**src/rtl/lfsr_draw_pkg.sv**
```systemverilog
`default_nettype none
// ============================================================================
// Module   : lfsr_draw_pkg
// Purpose  : Shared FSM state type and round-robin pick helper for the
//            LFSR draw arbiter.
// Revision : 1.0
// ============================================================================
package lfsr_draw_pkg;

    localparam int c_MAX_REQ = 32;
    localparam int c_MAX_IDX_W = $clog2(c_MAX_REQ);

    typedef enum logic [1:0] {
        IDLE  = 2'd0,
        STEP  = 2'd1,
        CHECK = 2'd2,
        DONE  = 2'd3
    } state_t;

    // First set request at or after ptr, wrapping; returns ptr when none is set.
    function automatic int next_rr(input int ptr, input logic [c_MAX_REQ-1:0] req,
                                   input int num_req);
        int idx;
        next_rr = ptr;
        for (int k = c_MAX_REQ - 1; k >= 0; k--) begin
            if (k < num_req) begin
                idx = ptr + k;
                if (idx >= num_req) idx = idx - num_req;
                if (req[idx[c_MAX_IDX_W-1:0]]) next_rr = idx;
            end
        end
    endfunction

endpackage
`default_nettype wire

```
**src/rtl/lfsr_draw_arbiter_if.sv**
```systemverilog
`default_nettype none
// ============================================================================
// Module   : lfsr_draw_arbiter_if
// Purpose  : Request/response bundle between requesters and the draw arbiter.
// Revision : 1.0
// ============================================================================
interface lfsr_draw_arbiter_if #(
    parameter int WIDTH   = 7,
    parameter int NUM_REQ = 2
);
    logic [NUM_REQ-1:0]       req;
    logic [NUM_REQ*WIDTH-1:0] bound;
    logic                     reseed;
    logic [WIDTH-1:0]         seed_in;
    logic [NUM_REQ-1:0]       grant;
    logic                     valid;
    logic [WIDTH-1:0]         data;
    logic                     timed_out;
    logic                     busy;

    modport master (
        output req, bound, reseed, seed_in,
        input  grant, valid, data, timed_out, busy
    );

    modport slave (
        input  req, bound, reseed, seed_in,
        output grant, valid, data, timed_out, busy
    );
endinterface
`default_nettype wire

```
**src/rtl/lfsr_core.sv**
```systemverilog
`default_nettype none
// ============================================================================
// Module   : lfsr_core
// Purpose  : Fibonacci LFSR with loadable state and all-zero lock-up guard.
// Revision : 1.0
// ============================================================================
module lfsr_core #(
    parameter int               WIDTH = 7,
    parameter logic [WIDTH-1:0] SEED  = WIDTH'(5),
    parameter logic [WIDTH-1:0] TAPS  = WIDTH'(7'b0101110)
) (
    input  wire logic             clk,
    input  wire logic             reset,
    input  wire logic             enable,
    input  wire logic             load,
    input  wire logic [WIDTH-1:0] load_value,
    output logic      [WIDTH-1:0] state
);

    logic [WIDTH-1:0] r_state;
    logic             w_fb;

    assign w_fb  = ^(r_state & TAPS);
    assign state = r_state;

    // A zero seed or a zero state would lock the register; both fall back to SEED.
    always_ff @(posedge clk or posedge reset) begin
        if (reset) begin
            r_state <= SEED;
        end else if (load) begin
            r_state <= (load_value == '0) ? SEED : load_value;
        end else if (enable) begin
            r_state <= (r_state == '0) ? SEED : {r_state[WIDTH-2:0], w_fb};
        end
    end

endmodule
`default_nettype wire

```
**src/rtl/lfsr_draw_arbiter.sv**
```systemverilog
`default_nettype none
// ============================================================================
// Module   : lfsr_draw_arbiter
// Purpose  : Round-robin shares one LFSR; draws with rejection and clamp.
// Revision : 1.0
// ============================================================================
module lfsr_draw_arbiter
    import lfsr_draw_pkg::*;
#(
    parameter int               WIDTH          = 7,
    parameter int               NUM_REQ        = 2,
    parameter logic [WIDTH-1:0] SEED           = WIDTH'(5),
    parameter logic [WIDTH-1:0] TAPS           = WIDTH'(7'b0101110),
    parameter int               STEPS_PER_DRAW = 7,
    parameter int               MAX_TRIES      = 16
) (
    input  wire logic         clk,
    input  wire logic         reset,
    lfsr_draw_arbiter_if.slave bus
);

    localparam int c_IDX_W  = (NUM_REQ > 1) ? $clog2(NUM_REQ) : 1;
    localparam int c_STEP_W = $clog2(STEPS_PER_DRAW + 1);
    localparam int c_TRY_W  = $clog2(MAX_TRIES + 1);

    state_t              r_state, w_next;
    logic [c_IDX_W-1:0]  r_idx, r_rr_ptr, w_pick, w_idx_inc;
    logic [WIDTH-1:0]    r_bound, r_data, w_lfsr;
    logic [c_STEP_W-1:0] r_step_cnt;
    logic [c_TRY_W-1:0]  r_tries;
    logic                r_timed_out;
    logic [WIDTH-1:0]    w_bounds [NUM_REQ];
    logic                w_start, w_abort, w_hit, w_last_try, w_step_done;

    generate
        for (genvar gi = 0; gi < NUM_REQ; gi++) begin : g_bound
            assign w_bounds[gi] = bus.bound[gi*WIDTH +: WIDTH];
        end
    endgenerate

    assign w_pick      = c_IDX_W'(next_rr(int'(r_rr_ptr), c_MAX_REQ'(bus.req), NUM_REQ));
    assign w_idx_inc   = (r_idx == c_IDX_W'(NUM_REQ - 1)) ? '0 : r_idx + 1'b1;
    assign w_start     = (r_state == IDLE) && !bus.reseed && (|bus.req);
    assign w_abort     = ((r_state == STEP) || (r_state == CHECK)) && !bus.req[r_idx];
    assign w_step_done = (r_step_cnt == c_STEP_W'(STEPS_PER_DRAW - 1));
    assign w_hit       = (w_lfsr <= r_bound);
    assign w_last_try  = (r_tries == c_TRY_W'(MAX_TRIES - 1));

    lfsr_core #(
        .WIDTH (WIDTH),
        .SEED  (SEED),
        .TAPS  (TAPS)
    ) u_lfsr (
        .clk        (clk),
        .reset      (reset),
        .enable     (r_state == STEP),
        .load       ((r_state == IDLE) && bus.reseed),
        .load_value (bus.seed_in),
        .state      (w_lfsr)
    );

    always_ff @(posedge clk or posedge reset) begin
        if (reset) r_state <= IDLE;
        else       r_state <= w_next;
    end

    always_comb begin
        w_next = r_state;
        case (r_state)
            IDLE:  if (w_start) w_next = STEP;
            STEP:  if (w_abort) w_next = IDLE;
                   else if (w_step_done) w_next = CHECK;
            CHECK: if (w_abort) w_next = IDLE;
                   else if (w_hit || w_last_try) w_next = DONE;
                   else w_next = STEP;
            DONE:  w_next = IDLE;
            default: w_next = IDLE;
        endcase
    end

    always_comb begin
        bus.grant     = (r_state != IDLE) ? (NUM_REQ'(1) << r_idx) : '0;
        bus.valid     = (r_state == DONE);
        bus.busy      = (r_state != IDLE);
        bus.data      = r_data;
        bus.timed_out = r_timed_out;
    end

    always_ff @(posedge clk or posedge reset) begin
        if (reset) begin
            r_idx       <= '0;
            r_rr_ptr    <= '0;
            r_bound     <= '0;
            r_step_cnt  <= '0;
            r_tries     <= '0;
            r_data      <= '0;
            r_timed_out <= 1'b0;
        end else begin
            if (w_start) begin
                r_idx      <= w_pick;
                r_bound    <= w_bounds[w_pick];
                r_step_cnt <= '0;
                r_tries    <= '0;
            end
            if (r_state == STEP) r_step_cnt <= r_step_cnt + 1'b1;
            if ((r_state == CHECK) && !w_abort) begin
                if (w_hit) begin
                    r_data      <= w_lfsr;
                    r_timed_out <= 1'b0;
                end else if (w_last_try) begin
                    r_data      <= r_bound;
                    r_timed_out <= 1'b1;
                end else begin
                    r_tries    <= r_tries + 1'b1;
                    r_step_cnt <= '0;
                end
            end
            // Completion and abort both hand priority to the next requester.
            if ((r_state == DONE) || w_abort) r_rr_ptr <= w_idx_inc;
        end
    end

endmodule
`default_nettype wire

```
**src/flat_wrapper.sv**
```systemverilog
// flat-port wrapper written by rule: the top's interface ports become plain ports
module lfsr_draw_arbiter_flat import lfsr_draw_pkg::*;
#(
    parameter int               WIDTH          = 7,
    parameter int               NUM_REQ        = 2,
    parameter logic [WIDTH-1:0] SEED           = WIDTH'(5),
    parameter logic [WIDTH-1:0] TAPS           = WIDTH'(7'b0101110),
    parameter int               STEPS_PER_DRAW = 7,
    parameter int               MAX_TRIES      = 16
)
  (clk, reset, bus_req, bus_bound, bus_reseed, bus_seed_in, bus_grant, bus_valid, bus_data, bus_timed_out, bus_busy);
  lfsr_draw_arbiter_if #(.WIDTH(WIDTH), .NUM_REQ(NUM_REQ)) bus_i ();
  input  wire logic clk;
  input  wire logic reset;
  input wire logic [$bits(bus_i.req)-1:0] bus_req;
  input wire logic [$bits(bus_i.bound)-1:0] bus_bound;
  input wire logic [$bits(bus_i.reseed)-1:0] bus_reseed;
  input wire logic [$bits(bus_i.seed_in)-1:0] bus_seed_in;
  output wire logic [$bits(bus_i.grant)-1:0] bus_grant;
  output wire logic [$bits(bus_i.valid)-1:0] bus_valid;
  output wire logic [$bits(bus_i.data)-1:0] bus_data;
  output wire logic [$bits(bus_i.timed_out)-1:0] bus_timed_out;
  output wire logic [$bits(bus_i.busy)-1:0] bus_busy;
  assign bus_i.req = bus_req;
  assign bus_i.bound = bus_bound;
  assign bus_i.reseed = bus_reseed;
  assign bus_i.seed_in = bus_seed_in;
  assign bus_grant = bus_i.grant;
  assign bus_valid = bus_i.valid;
  assign bus_data = bus_i.data;
  assign bus_timed_out = bus_i.timed_out;
  assign bus_busy = bus_i.busy;
  lfsr_draw_arbiter #(.WIDTH(WIDTH), .NUM_REQ(NUM_REQ), .SEED(SEED), .TAPS(TAPS), .STEPS_PER_DRAW(STEPS_PER_DRAW), .MAX_TRIES(MAX_TRIES)) u_core (.clk(clk), .reset(reset), .bus(bus_i));
endmodule
```
**config.mk**
```make
export PLATFORM = sky130hd
export DESIGN_NAME = lfsr_draw_arbiter_flat
export DESIGN_NICKNAME = d
export VERILOG_FILES = /design/src/rtl/lfsr_draw_pkg.sv /design/src/rtl/lfsr_draw_arbiter_if.sv /design/src/rtl/lfsr_core.sv /design/src/rtl/lfsr_draw_arbiter.sv /design/src/flat_wrapper.sv
export SDC_FILE = /design/constraint.sdc
export NUM_CORES = 1
export LEC_CHECK = 0
export ABC_AREA = 1
export BUFFER_PORTS_ARGS = -buffer_cell sky130_fd_sc_hd__buf_2
export CORE_UTILIZATION = 45
export CTS_BUF_LIST = sky130_fd_sc_hd__clkbuf_4
export DETAILED_ROUTE_END_ITERATION = 10
export GPL_ROUTABILITY_DRIVEN = 0
export PLACE_DENSITY = 0.66
export RECOVER_POWER = 25
export SKIP_LAST_GASP = 1
export SYNTH_ARGS = -nofsm -noshare
export SYNTH_HDL_FRONTEND = slang
export SYNTH_HIERARCHICAL = 1
export SYNTH_SLANG_ARGS = --single-unit
```
**constraint.sdc**
```tcl
create_clock -name clk -period 2.1 [get_ports clk]
set_input_delay 0.105 -clock clk [delete_from_list [all_inputs] [get_ports clk]]
set_output_delay 0.105 -clock clk [all_outputs]
set_load 0.03 [all_outputs]
```
==> results.md <==
* Status: finished with violations
* Failing checks: max-capacitance violations, max-slew violations
* Ant diodes at 0
* Ys Warns at 6
* CORE AREA at 4720 um2
* Worst vdd ir at a little under 0.0007 V
* PostCTS Resize Cnt at 0
* Worst r2r dst: u_core/bus.data[4]
* Setup_tns at 0 ns
* Hold path startpoint: bus_bound[7]
* Slew HR at -4.55%
* Die width at just over 70 um
* Synth area leaders: dfrtp_1 (36%), nand2_1 (17%), ha_1 (9.0%)
* DR pass1 iterations at 4
* Type of origin of the critical path: flip-flop
* CTS Buf Count at 5
* Clk_skew at 0.00847 ns
* # IOs at 38
* Total routed wirelength at approximately 4700 um
* Worst path arrival time at approximately 2.2 ns
* Clock share of power at about a tenth
* CTS tree: yes
* Remaining global-route overflow at 0
* P_int at 0.00187 W
* Crit-path max FO at 11
* Reg clk slew, reported paths at around 0.11 ns
* Worst slew pin tran at 1.57 ns
* CTS root buf: clkbuf_4
* Largest area contributor in the netlist: dfrtp_1
* Worst-Skew Late Latency at 0.34 ns
* Final nets at 387
* Max Root-Sink Buffers at 2
* Die area at between 5000 and 6000 um2
* Antenna violations before repair at 0
* Cell count of the worst reg-to-reg path at 10
* Number of flops mapped to enable cells by yosys at 0
* Worst R2R Setup Slack at 0.21 ns
* Std-Cell Rows at 25
* Post-Place Worst Slack at about 0.24 ns
* Top FF cell, synth: dfrtp_1
* Reg2reg start: u_core/u_lfsr/state[2]
* Max_cap viols at 1
* Leak at roughly 1.4 nW
* Final setup fails at 0
* Mapped Cells at 300
* Worst min path class: in2reg
* Pwr dens at roughly 1500 nW/um2
* Antenna Nets Post-Route at 0
* RSZ-0062 raised after global routing: no
* Critical path cell sequence: ha_1 -> a21oi_1 -> nand2_1 -> nand2_2 -> nand2_4 -> nand3_1 -> nand2_2 -> inv_2 -> nand2_1 -> nand2_1
* Post-Syn Area at around 2200 um2
* GRT Util Overall at a little under 20%
* Critical Path RT at between 2 and 2.5 ns
* Dpl hpwl at around 3700 um
* Worst path slowest cell: dfstp_2
* Syn nets at 342
* CTS H-tree lvls at 2
* Area post-placement at between 2000 and 2500 um2
* Clock Sinks at 34
* Final Cycle Share at 89.9%
* Routed len/inst at approximately 11 um
* Via Count at between 1.5k and 2k
* Slack of the critical path at about 0.21 ns
* Share of layout cells above drive strength 1 at between 20% and 30%
* Switching Fraction at between 50% and 60%
* Final Hold Fails at 0
* Hold Path End: u_core/r_bound[0]
* Finished Cell Area at around 2500 um2
* Vias per std cell at about 4.7
* First-pass GRT wire length at 7910 um
* Postcts setup bufs at 0
* Sequential cell area at 853 um2
* Final Critical Period at around 1.9 ns
* Slowest stage delay, CP at roughly 0.60 ns
* Vias in the first global route at 1,729
* Number of remaining DRC errors at 0
* Area of the multi-input gates at 1140 um2
* Syn avg cell area at ~7.4 um2
* Combinational share of power at about three fifths
* Post-synth top area share at between 30% and 40%
* FMAX at around 530 MHz
* Hold Crit Depth at 3
* Worst Setup End Kind: flip-flop
* Layout Area Growth over Synthesis at 14.4%
* Final Max Slew Viols at 28
* Fillers at 477
* Yosys reg bits at 34
* Seq/Total Area, Yosys at approximately 38%
* 1st-iter DRT viols at 92
* Starting density of the core at between 40% and 50%
* Port Buf Inserts at 37
* Largest delay share family, worst path: simple AND/OR/NAND/NOR gates
* Net load switching power at 0.00195 W
* Yosys cell types at 29
* Die span in y at 72.2 um
* Ys async rst share at 100%
* Setup CP Type: reg2reg
* Cts-stage hold buffer count at 1
* Largest net degree at the start of global routing at 28
* Reg power frac at 31.0%
* Crit-path most repeated cell: nand2_1
* Critical path buffer and inverter count at 1
==> registers in the layout, indices dropped and copies added (netlist names) <==
signal and cells:
u_core/u_lfsr/state 7, u_core/r_step_cnt 3, u_core/r_tries 5, u_core/r_idx 1, u_core/r_rr_ptr 1, u_core/bus.timed_out 1, u_core/r_state 2, u_core/r_bound 7
u_core/bus.data 7
==> cells by family (layout without fill, tap and decap cells) <==
kind of cell,Yosys count,after routing,synth area share (%)
adders and majority gates,16,16,9.02
xor gates and xnor gates,2,2,0.789
buffers and inverters,55,101,10.3
DFF,34,34,38.4
and+or+nand+nor,157,157,31.6
AOI/OAI and AO/OA,36,36,9.87
==> cell usage in the layout (no fill, tap or decap), drive strengths merged, types with 2 or more instances in the layout <==
cell type | Yosys | layout
or2 | 2 | 2
nand2 | 105 | 105
a21oi | 6 | 6
o21ai | 17 | 17
dfstp | 2 | 2
buf | 4 | 39
o22ai | 6 | 6
clkbuf | 0 | 7
nor2 | 28 | 28
dfrtp | 32 | 32
nand3 | 20 | 20
ha | 16 | 16
a22oi | 2 | 2
inv | 51 | 51
o211ai | 4 | 4
clkinv | 0 | 2
==> worst min-delay path: stages <==
cell	delay [ns]
buf_2	0.10
nand2_1	0.05
a21oi_1	0.05
==> final cells by class <==
cell class	count	share of cell area, %
inverters	51	7.54
clock buffers	5	1.48
clock inverters	3	0.640
flip-flops and latches	34	33.6
multi-input cells	211	44.8
well taps	67	3.30
repair buffers	42	8.67
==> worst max-delay path by stage <==
stage / slack [ns] / start / endpoint / cells past startpoint
detailed placement: 0.24 / u_core/u_lfsr/state[2] / u_core/bus.data[3] / 10
floorplan: 0.44 / u_core/u_lfsr/state[2] / u_core/bus.timed_out / 10
global route: 0.03 / reset / u_core/r_tries[3] / 4
CTS: 0.22 / u_core/u_lfsr/state[2] / u_core/bus.data[4] / 10
global placement: 0.27 / u_core/u_lfsr/state[2] / u_core/bus.data[0] / 10
finish: 0.21 / u_core/u_lfsr/state[2] / u_core/bus.data[4] / 10
==> power by group through the flow <==
stage	clock [W]	sequential, W	combinational [W]
final	0.000362	0.00118	0.00227
after global routing	0.000389	0.00122	0.00260
after CTS	0.000370	0.00118	0.00228
after detailed placement	0	0.00119	0.00228
after global placement	0	0.00117	0.00226
after floorplan	0	0.00127	0.00173
==> routing by layer <==
layer / up-vias / wire, um / track usage, %
met2: 43 / 2070 / 30.7
met3: 10 / 158 / 3.19
li1: 1027 / - / -
met4: 0 / 84 / 7.41
met5: - / 0 / 0
met1: 865 / 2400 / 27.4
==> cell usage after synthesis, types with 2 or more instances <==
library cell and n:
dfrtp_1 32, o21ai_0 14, o21ai_2 3, dfstp_2 2, ha_1 16, a22oi_1 2
a21oi_1 5, nand2_1 98, inv_2 5, o22ai_1 6, inv_1 46, nor2_4 3
o211ai_1 4, nand2_2 5, nand2_4 2, buf_6 2, buf_4 2, nand3_1 19
nor2_1 24
==> stage by stage <==
stage          std cells  total power (W)  hold slack, ns  util (%)
2_1_floorplan        300          0.00300         -0.0931         -
3_3_place_gp         404          0.00344          0.0592      52.5
3_5_place_dp         404          0.00347          0.0686      52.5
4_1_cts              413          0.00383         0.00340      53.9
5_1_grt              413          0.00421          0.0223      53.8
6_report             413          0.00381          0.0101      53.8
No activity file was read; power rests on OpenSTA's default activity.
